==> src/rtl/rst_seq_pkg.sv <==
// Shared types and sizing helpers for the reset sequencer and its synchronizer.
`timescale 1ns/1ps

package rst_seq_pkg;

    typedef enum logic [1:0] {
        RST   = 2'd0,
        HOLD  = 2'd1,
        STAGE = 2'd2,
        DONE  = 2'd3
    } seq_state_e;

    localparam int SYNC_STAGES = 2;

    // Smallest counter that can hold the longer of the two delays.
    function automatic int cnt_width(input int hold_cycles, input int stage_dly);
        int longest;
        longest = (hold_cycles > stage_dly) ? hold_cycles : stage_dly;
        return $clog2(longest + 1);
    endfunction

endpackage

==> src/rtl/rst_sync_2ff.sv <==
// Two-flop reset synchronizer: asserts asynchronously with rstn_async, releases on the
// second clk edge after rstn_async goes high.
`timescale 1ns/1ps

module rst_sync_2ff
    import rst_seq_pkg::*;
(
    input  logic clk,
    input  logic rstn_async,
    output logic rst_sync
);

    logic [SYNC_STAGES-1:0] sync_q;
    logic [SYNC_STAGES-1:0] sync_d;

    always_comb begin
        sync_d = {sync_q[SYNC_STAGES-2:0], 1'b1};
    end

    always_ff @(posedge clk or negedge rstn_async) begin
        if (!rstn_async) begin
            sync_q <= '0;
        end else begin
            sync_q <= sync_d;
        end
    end

    assign rst_sync = sync_q[SYNC_STAGES-1];

endmodule

==> src/rtl/reset_sequencer.sv <==
// Multi-domain reset controller: holds every domain in reset, then releases them one at a
// time in index order, and supports a software re-reset once the sequence has completed.
`timescale 1ns/1ps

module reset_sequencer
    import rst_seq_pkg::*;
#(
    parameter int NUM_DOMAINS = 4,
    parameter int HOLD_CYCLES = 8,
    parameter int STAGE_DLY   = 16
) (
    input  logic                   clk,
    input  logic                   rstn_async,
    input  logic                   sw_rst_req,
    output logic [NUM_DOMAINS-1:0] domain_rstn,
    output logic                   busy,
    output logic                   seq_done
);

    localparam int CNT_W = cnt_width(HOLD_CYCLES, STAGE_DLY);
    localparam int IDX_W = $clog2(NUM_DOMAINS) + 1;

    localparam logic [CNT_W-1:0]       HOLD_LAST  = CNT_W'(HOLD_CYCLES - 1);
    localparam logic [CNT_W-1:0]       STAGE_LAST = CNT_W'(STAGE_DLY - 1);
    localparam logic [IDX_W-1:0]       IDX_LAST   = IDX_W'(NUM_DOMAINS - 1);
    localparam logic [NUM_DOMAINS-1:0] DOM_FIRST  = NUM_DOMAINS'(1);

    if (NUM_DOMAINS < 1 || HOLD_CYCLES < 1 || STAGE_DLY < 1) begin : g_bad_params
        $error("reset_sequencer: NUM_DOMAINS, HOLD_CYCLES and STAGE_DLY must all be >= 1");
    end

    logic rst_sync;

    rst_sync_2ff u_rst_sync (
        .clk        (clk),
        .rstn_async (rstn_async),
        .rst_sync   (rst_sync)
    );

    seq_state_e             state_q, state_d;
    logic [CNT_W-1:0]       cnt_q, cnt_d;
    logic [IDX_W-1:0]       idx_q, idx_d;
    logic [NUM_DOMAINS-1:0] dom_q, dom_d;

    always_comb begin
        state_d = state_q;
        cnt_d   = cnt_q;
        idx_d   = idx_q;
        dom_d   = dom_q;

        case (state_q)
            RST: begin
                // Only seen for the single cycle T0; that cycle is the first hold cycle.
                idx_d = '0;
                dom_d = '0;
                if (HOLD_CYCLES == 1) begin
                    state_d = STAGE;
                    cnt_d   = '0;
                    dom_d   = DOM_FIRST;
                end else begin
                    state_d = HOLD;
                    cnt_d   = CNT_W'(1);
                end
            end

            HOLD: begin
                if (cnt_q == HOLD_LAST) begin
                    state_d = STAGE;
                    cnt_d   = '0;
                    idx_d   = '0;
                    dom_d   = DOM_FIRST;
                end else begin
                    cnt_d = cnt_q + CNT_W'(1);
                end
            end

            STAGE: begin
                if (cnt_q == STAGE_LAST) begin
                    cnt_d = '0;
                    if (idx_q == IDX_LAST) begin
                        state_d = DONE;
                    end else begin
                        // Releases are strictly in order, so the mask is a thermometer code.
                        idx_d = idx_q + IDX_W'(1);
                        dom_d = (dom_q << 1) | DOM_FIRST;
                    end
                end else begin
                    cnt_d = cnt_q + CNT_W'(1);
                end
            end

            DONE: begin
                if (sw_rst_req) begin
                    state_d = HOLD;
                    cnt_d   = '0;
                    idx_d   = '0;
                    dom_d   = '0;
                end
            end

            default: begin
                state_d = RST;
                cnt_d   = '0;
                idx_d   = '0;
                dom_d   = '0;
            end
        endcase
    end

    always_ff @(posedge clk or negedge rst_sync) begin
        if (!rst_sync) begin
            state_q <= RST;
            cnt_q   <= '0;
            idx_q   <= '0;
            dom_q   <= '0;
        end else begin
            state_q <= state_d;
            cnt_q   <= cnt_d;
            idx_q   <= idx_d;
            dom_q   <= dom_d;
        end
    end

    assign domain_rstn = dom_q;
    assign busy        = (state_q != DONE);
    assign seq_done    = (state_q == DONE);

endmodule

==> config.mk <==
export PLATFORM = sky130hd
export DESIGN_NAME = reset_sequencer
export DESIGN_NICKNAME = d
export VERILOG_FILES = /design/src/rtl/rst_seq_pkg.sv /design/src/rtl/rst_sync_2ff.sv /design/src/rtl/reset_sequencer.sv
export SDC_FILE = /design/constraint.sdc
export NUM_CORES = 1
export LEC_CHECK = 0
export ABC_AREA = 1
export BUFFER_PORTS_ARGS = -buffer_cell sky130_fd_sc_hd__buf_2
export CAP_MARGIN = 20
export CORE_MARGIN = 3
export CORE_UTILIZATION = 57
export DETAILED_ROUTE_END_ITERATION = 16
export PLACE_DENSITY = 0.8
export RECOVER_POWER = 100
export SLEW_MARGIN = 20
export SYNTH_ARGS = -nofsm -noshare
export SYNTH_HDL_FRONTEND = slang
export SYNTH_SLANG_ARGS = --single-unit
==> constraint.sdc <==
create_clock -name clk -period 1.2 [get_ports clk]
set_input_delay 0.24 -clock clk [delete_from_list [all_inputs] [get_ports clk]]
set_output_delay 0.24 -clock clk [all_outputs]
set_load 0.02 [all_outputs]
Word-level counts from Yosys, hierarchy flattened
Index checks and enable logic that the tools add are counted.
Cells by class
  add/subtract/negate cells: 2
  $mul: 0
  divide/modulo/power cells: 0
  $lt $le $gt $ge: 0
  equal/unequal tests: 12
  shift operators: 0
  muxes and demuxes: 19
  bitwise logic cells: 0
  reduce and logical (&&, ||, !) cells: 3
Operators with widths (number)
  $pmux 5 s4: 1
  $mux 4: 4
  $pmux 4 s4: 1
  $mux 5: 3
  $mux 3: 4
  $ne 2x2->1 const B: 6
  $pmux 3 s4: 1
  $mux 2: 4
  $pmux 2 s4: 1
  $reduce_and 4->1: 2
  $add 5x1->5 const B: 1
  $eq 5x3->1 const B: 1
  $eq 5x4->1 const B: 1
  $eq 2x2->1 const B: 2
  $add 3x1->3 const B: 1
  $eq 3x2->1 const B: 1
  $eq 2x1->1 const B: 1
  $logic_not 2->1: 1
Storage, ports and cells
  register bits: 16
  latch bits: 0
  RAM bits: 0
  ROM bits: 0
  input bits: 3
  logic and storage cells: 41
  memories: 0

Longest topological paths before layout
  depth after elaboration: 4
  gate-level depth with buffers: 9

Modules after synthesis
From an unflattened synthesis, not the netlist that was laid out.
Unflattened totals
  cells, all modules: 122
  area total of the unflattened synthesis: 1002.2 um2
By module, submodules not included
  reset_sequencer: times used 1, cells an instance 119, area each 948.4 um2
  rst_sync_2ff: times used 1, cells an instance 3, area each 53.8 um2

Least setup slack after synthesis
No wires, ideal clock.
  path type: reg2reg
  start: register cnt_q[0]
  end: register dom_q[0], in the netlist domain_rstn[0]
  library setup time: 0.117 ns
  arrival time: 1.415 ns
  data required time: 1.083 ns
  slack: -0.332 ns
  cell stages (with the launch flop): 10
  path buffers: 0
  clock period less this slack: 1.532 ns
  cell sequence: dfrtp_1 -> ha_1 -> nand2_1 -> nor2_1 -> ha_1 -> inv_2 -> o21ai_4 -> nand3_2 -> nand2_1 -> nand2_1
On the way
  longest elaborated chain between the ends: 3
  elaborated cells on any way between the ends: 5
Ends and longest elaborated chain
  from (decl): line reset_sequencer.sv:41  | logic [CNT_W-1:0] cnt_q, cnt_d;
  from (signal assigned): line reset_sequencer.sv:118  | cnt_q <= cnt_d;
  $eq 5x4->1 / $eq 5x3->1 (equally long branches): line reset_sequencer.sv:78, reset_sequencer.sv:67
  $ne 2x2->1 (no line)
  $reduce_and 4->1 (no line) (*)
  to (signal assigned): line reset_sequencer.sv:120  | dom_q <= dom_d;
  to (decl): line reset_sequencer.sv:43  | logic [NUM_DOMAINS-1:0] dom_q, dom_d;
Mark *: on every way between the ends. The rest lies on a longest branch, timed or not.
A chain may end at the register's enable or synchronous reset.

Final worst setup path
  start: register cnt_q[0]
  end: register dom_q[2], in the netlist domain_rstn[2]
The elaborated chain is that of the path after synthesis.

==> metrics.txt <==
register area=400 sq um; final core utilization=0.888; CTS tree=yes; final antenna-violating net count=0; kind of start point of the critical path=flip-flop; Slowest cell on crit path=dfrtp_1; DRC violation count after routing=0; Ant. Diodes=0; Tmin final=1580 ps; VDD IR max=0.000738 V; vias in the first global route=868; chip width=47.8 microns; Critical Path Max Stage Delay=380 ps; Ports=9; Vert. Die Dim=47.8 microns; #FFs+latches synth=16; worst min path class=reg -> async; failing checks=setup timing; CTS Buf Count=3; Yosys warning total=0; DR WL/cell=18.9 microns; final setup vio count=16; RSZ-0062 raised after global routing=true; kind of critical path=reg -> reg; Layout Cells excl Fill=174; Critical Path RT=1380 ps; endpoints failing hold=0; clock transition at the registers of the reported paths=110 ps; antenna violations before repair=0; Syn Inst Count=123; CTS Buffer Depth=2; # port buffers=8; detailed placement HPWL=1590 microns; Max-cap violations=0; CTS sink count=16; leak pwr=0.743 nW; Layout area overhead=40.4%; crit-path cells=ha_2 -> nand2_2 -> nor2_4 -> ha_4 -> inv_4 -> o21ai_4 -> nand3_4 -> nand2_1 -> nand2_1; crit-path max FO=7; iteration-0 DRC count of the detailed router=114; clk_lat worst skew=300 ps; total negative slack=-4530 ps; Max Fclk=632 MHz; first-pass GRT wire length=3820 microns; Worst Max-Slew Pin Slew=591 ps; pwr/cell area=667 nW/um^2; Syn Area/Cell=8.11 sq um; syn_nets=136; Final GP Congestion=0.875; GRT overflow=0; DRT Pass-1 Iters=5; Via Count=1101; largest net degree at the start of global routing=15; initial core utilization=0.633; worst-case reg-to-reg path depth=9; H-tree depth=1; layout cells sized above 1=0.405; Setup Skew=19.8 ps; Rows=14; reg2reg start=cnt_q[0]; count of final max-slew check failures=0; synthesized area=997 sq um; NumNets Final=172; CP dominant cell by count=nand2_1; slew margin rel.=0.606; Die ar.=2290 sq um; placed cells=164; R2R Path End=domain_rstn[2]; outcome=finished with violations; fin crit share=1.32; final WL=3280 microns; fillcell total=76; area occupied by multi-input gates=598 sq um; register area share after synthesis=0.402; post-synth cell types=21; GR Util All Layers=0.244; final worst slack=-383 ps; Via density=6.33; Reg2Reg Setup Slack=-380 ps; WP data arrival=1760 ps; Core Region=1580 sq um; CTS root buf=clkbuf_4; CP endpoint kind=flip-flop
-- synth_stat cells --
| cell type | instances | area (sq um) |
|---|---|---|
| dfrtp_1 | 16 | 400 |
| o21ai_1 | 2 | 10.0 |
| inv_2 | 4 | 15.0 |
| buf_2 | 1 | 5.00 |
| nor2_1 | 8 | 30.0 |
| nand3_1 | 5 | 25.0 |
| nand2_4 | 2 | 22.5 |
| o21ai_4 | 1 | 16.3 |
| nand2_2 | 1 | 6.26 |
| o21ai_0 | 1 | 5.00 |
| nand4_1 | 10 | 62.6 |
| nand3_2 | 2 | 20.0 |
| buf_4 | 1 | 7.51 |
| conb_1 | 1 | 3.75 |
| buf_8 | 1 | 15.0 |
| nand3b_1 | 1 | 7.51 |
| ha_1 | 10 | 125 |
| a21oi_1 | 2 | 10.0 |
| inv_1 | 16 | 60.1 |
| nor2_4 | 1 | 11.3 |
| nand2_1 | 37 | 139 |
-- worst max path at each step --
stage / start / end / slack (ps)
final: cnt_q[0] / domain_rstn[2] / -380
after global routing: cnt_q[0] / state_q[1] / -450
after CTS: cnt_q[0] / domain_rstn[3] / -290
after detailed placement: cnt_q[0] / state_q[1] / -320
after global placement: cnt_q[0] / state_q[1] / -250
after floorplan: cnt_q[0] / domain_rstn[1] / -290
-- critical path: cells and delay by family, from the launching register on --
kind / cells / cell delay, ps
buffers and inverters: 1 / 50
AND/OR/NAND/NOR: 5 / 500
adder cells (fa/ha/maj): 2 / 340
AO/OA/AOI/OAI: 1 / 180
flip-flops: 1 / 380
-- per-layer routing --
| metal | vias up | routed length [microns] | GRT usage |
|---|---|---|---|
| met5 | - | 0 | 0 |
| met4 | 0 | 218 | 0.0968 |
| met3 | 34 | 344 | 0.0489 |
| met2 | 102 | 1460 | 0.425 |
| met1 | 505 | 1260 | 0.292 |
| li1 | 460 | - | - |
-- report_power, final --
part | internal, mW | switching [mW]
clock | 0.185 | 0.190
sequential | 0.542 | 0.00972
combinational | 0.00405 | 0.00347
total | 0.731 | 0.203
-- cell type report --
type,count,area share
inverter,20,0.0608
multi-input combinational,84,0.427
sequential,16,0.286
timing repair buffer,34,0.186
tap,16,0.0143
clock buffer,4,0.0259
-- cells in the final DEF, fill, tap and decap left out --
cell type | synthesis | layout
a21oi_1 | 2 | 2
buf_2 | 1 | 1
buf_4 | 1 | 22
buf_6 | 0 | 5
clkbuf_1 | 0 | 1
clkbuf_2 | 0 | 4
clkbuf_4 | 0 | 3
clkbuf_8 | 0 | 1
conb_1 | 1 | 1
dfrtp_1 | 16 | 16
dlygate4sd3_1 | 0 | 1
ha_1 | 10 | 4
ha_2 | 0 | 3
ha_4 | 0 | 3
inv_1 | 16 | 14
inv_2 | 4 | 3
inv_4 | 0 | 2
inv_6 | 0 | 1
nand2_1 | 37 | 34
nand2_2 | 1 | 4
nand2_4 | 2 | 2
nand3_1 | 5 | 2
nand3_2 | 2 | 3
nand3_4 | 0 | 2
nand3b_1 | 1 | 1
nand4_1 | 10 | 10
nor2_1 | 8 | 6
nor2_2 | 0 | 1
nor2_4 | 1 | 2
o21ai_0 | 1 | 1
o21ai_1 | 2 | 1
o21ai_4 | 1 | 2
-- cells by family after synthesis --
family,Yosys count,synth area share
AOI/OAI and AO/OA,6,0.0414
other,1,0.00376
and+or+nand+nor,67,0.325
adders and majority gates,10,0.125
DFF,16,0.402
buffers and inverters,23,0.103
-- flip-flops by register name, indices dropped and copies added (netlist names) --
name	count
cnt_q	5
domain_rstn	4
idx_q	3
state_q	2
u_rst_sync.sync_q	2
-- what timing repair did --
| item | in CTS | in global routing |
|---|---|---|
| setup endpoints to repair | 16 | 16 |
| hold buffers | 1 | 0 |
| gates resized for setup | 11 | 11 |
| setup buffers | 3 | 2 |
| pin swaps | 6 | 9 |
| hold endpoints to repair | 2 | 0 |
-- metrics by stage --
step | cell area [sq um] | setup slack (ps) | hold WS (ps) | total power, mW
after floorplan | 1050 | -285 | -55.6 | 0.560
after global placement | 1230 | -255 | 25.4 | 0.568
after detailed placement | 1230 | -321 | 27.8 | 0.568
after CTS | 1330 | -287 | 255 | 0.928
after global routing | 1400 | -451 | 245 | 0.969
final | 1400 | -383 | 220 | 0.934
No activity file was read; power rests on OpenSTA's default activity.
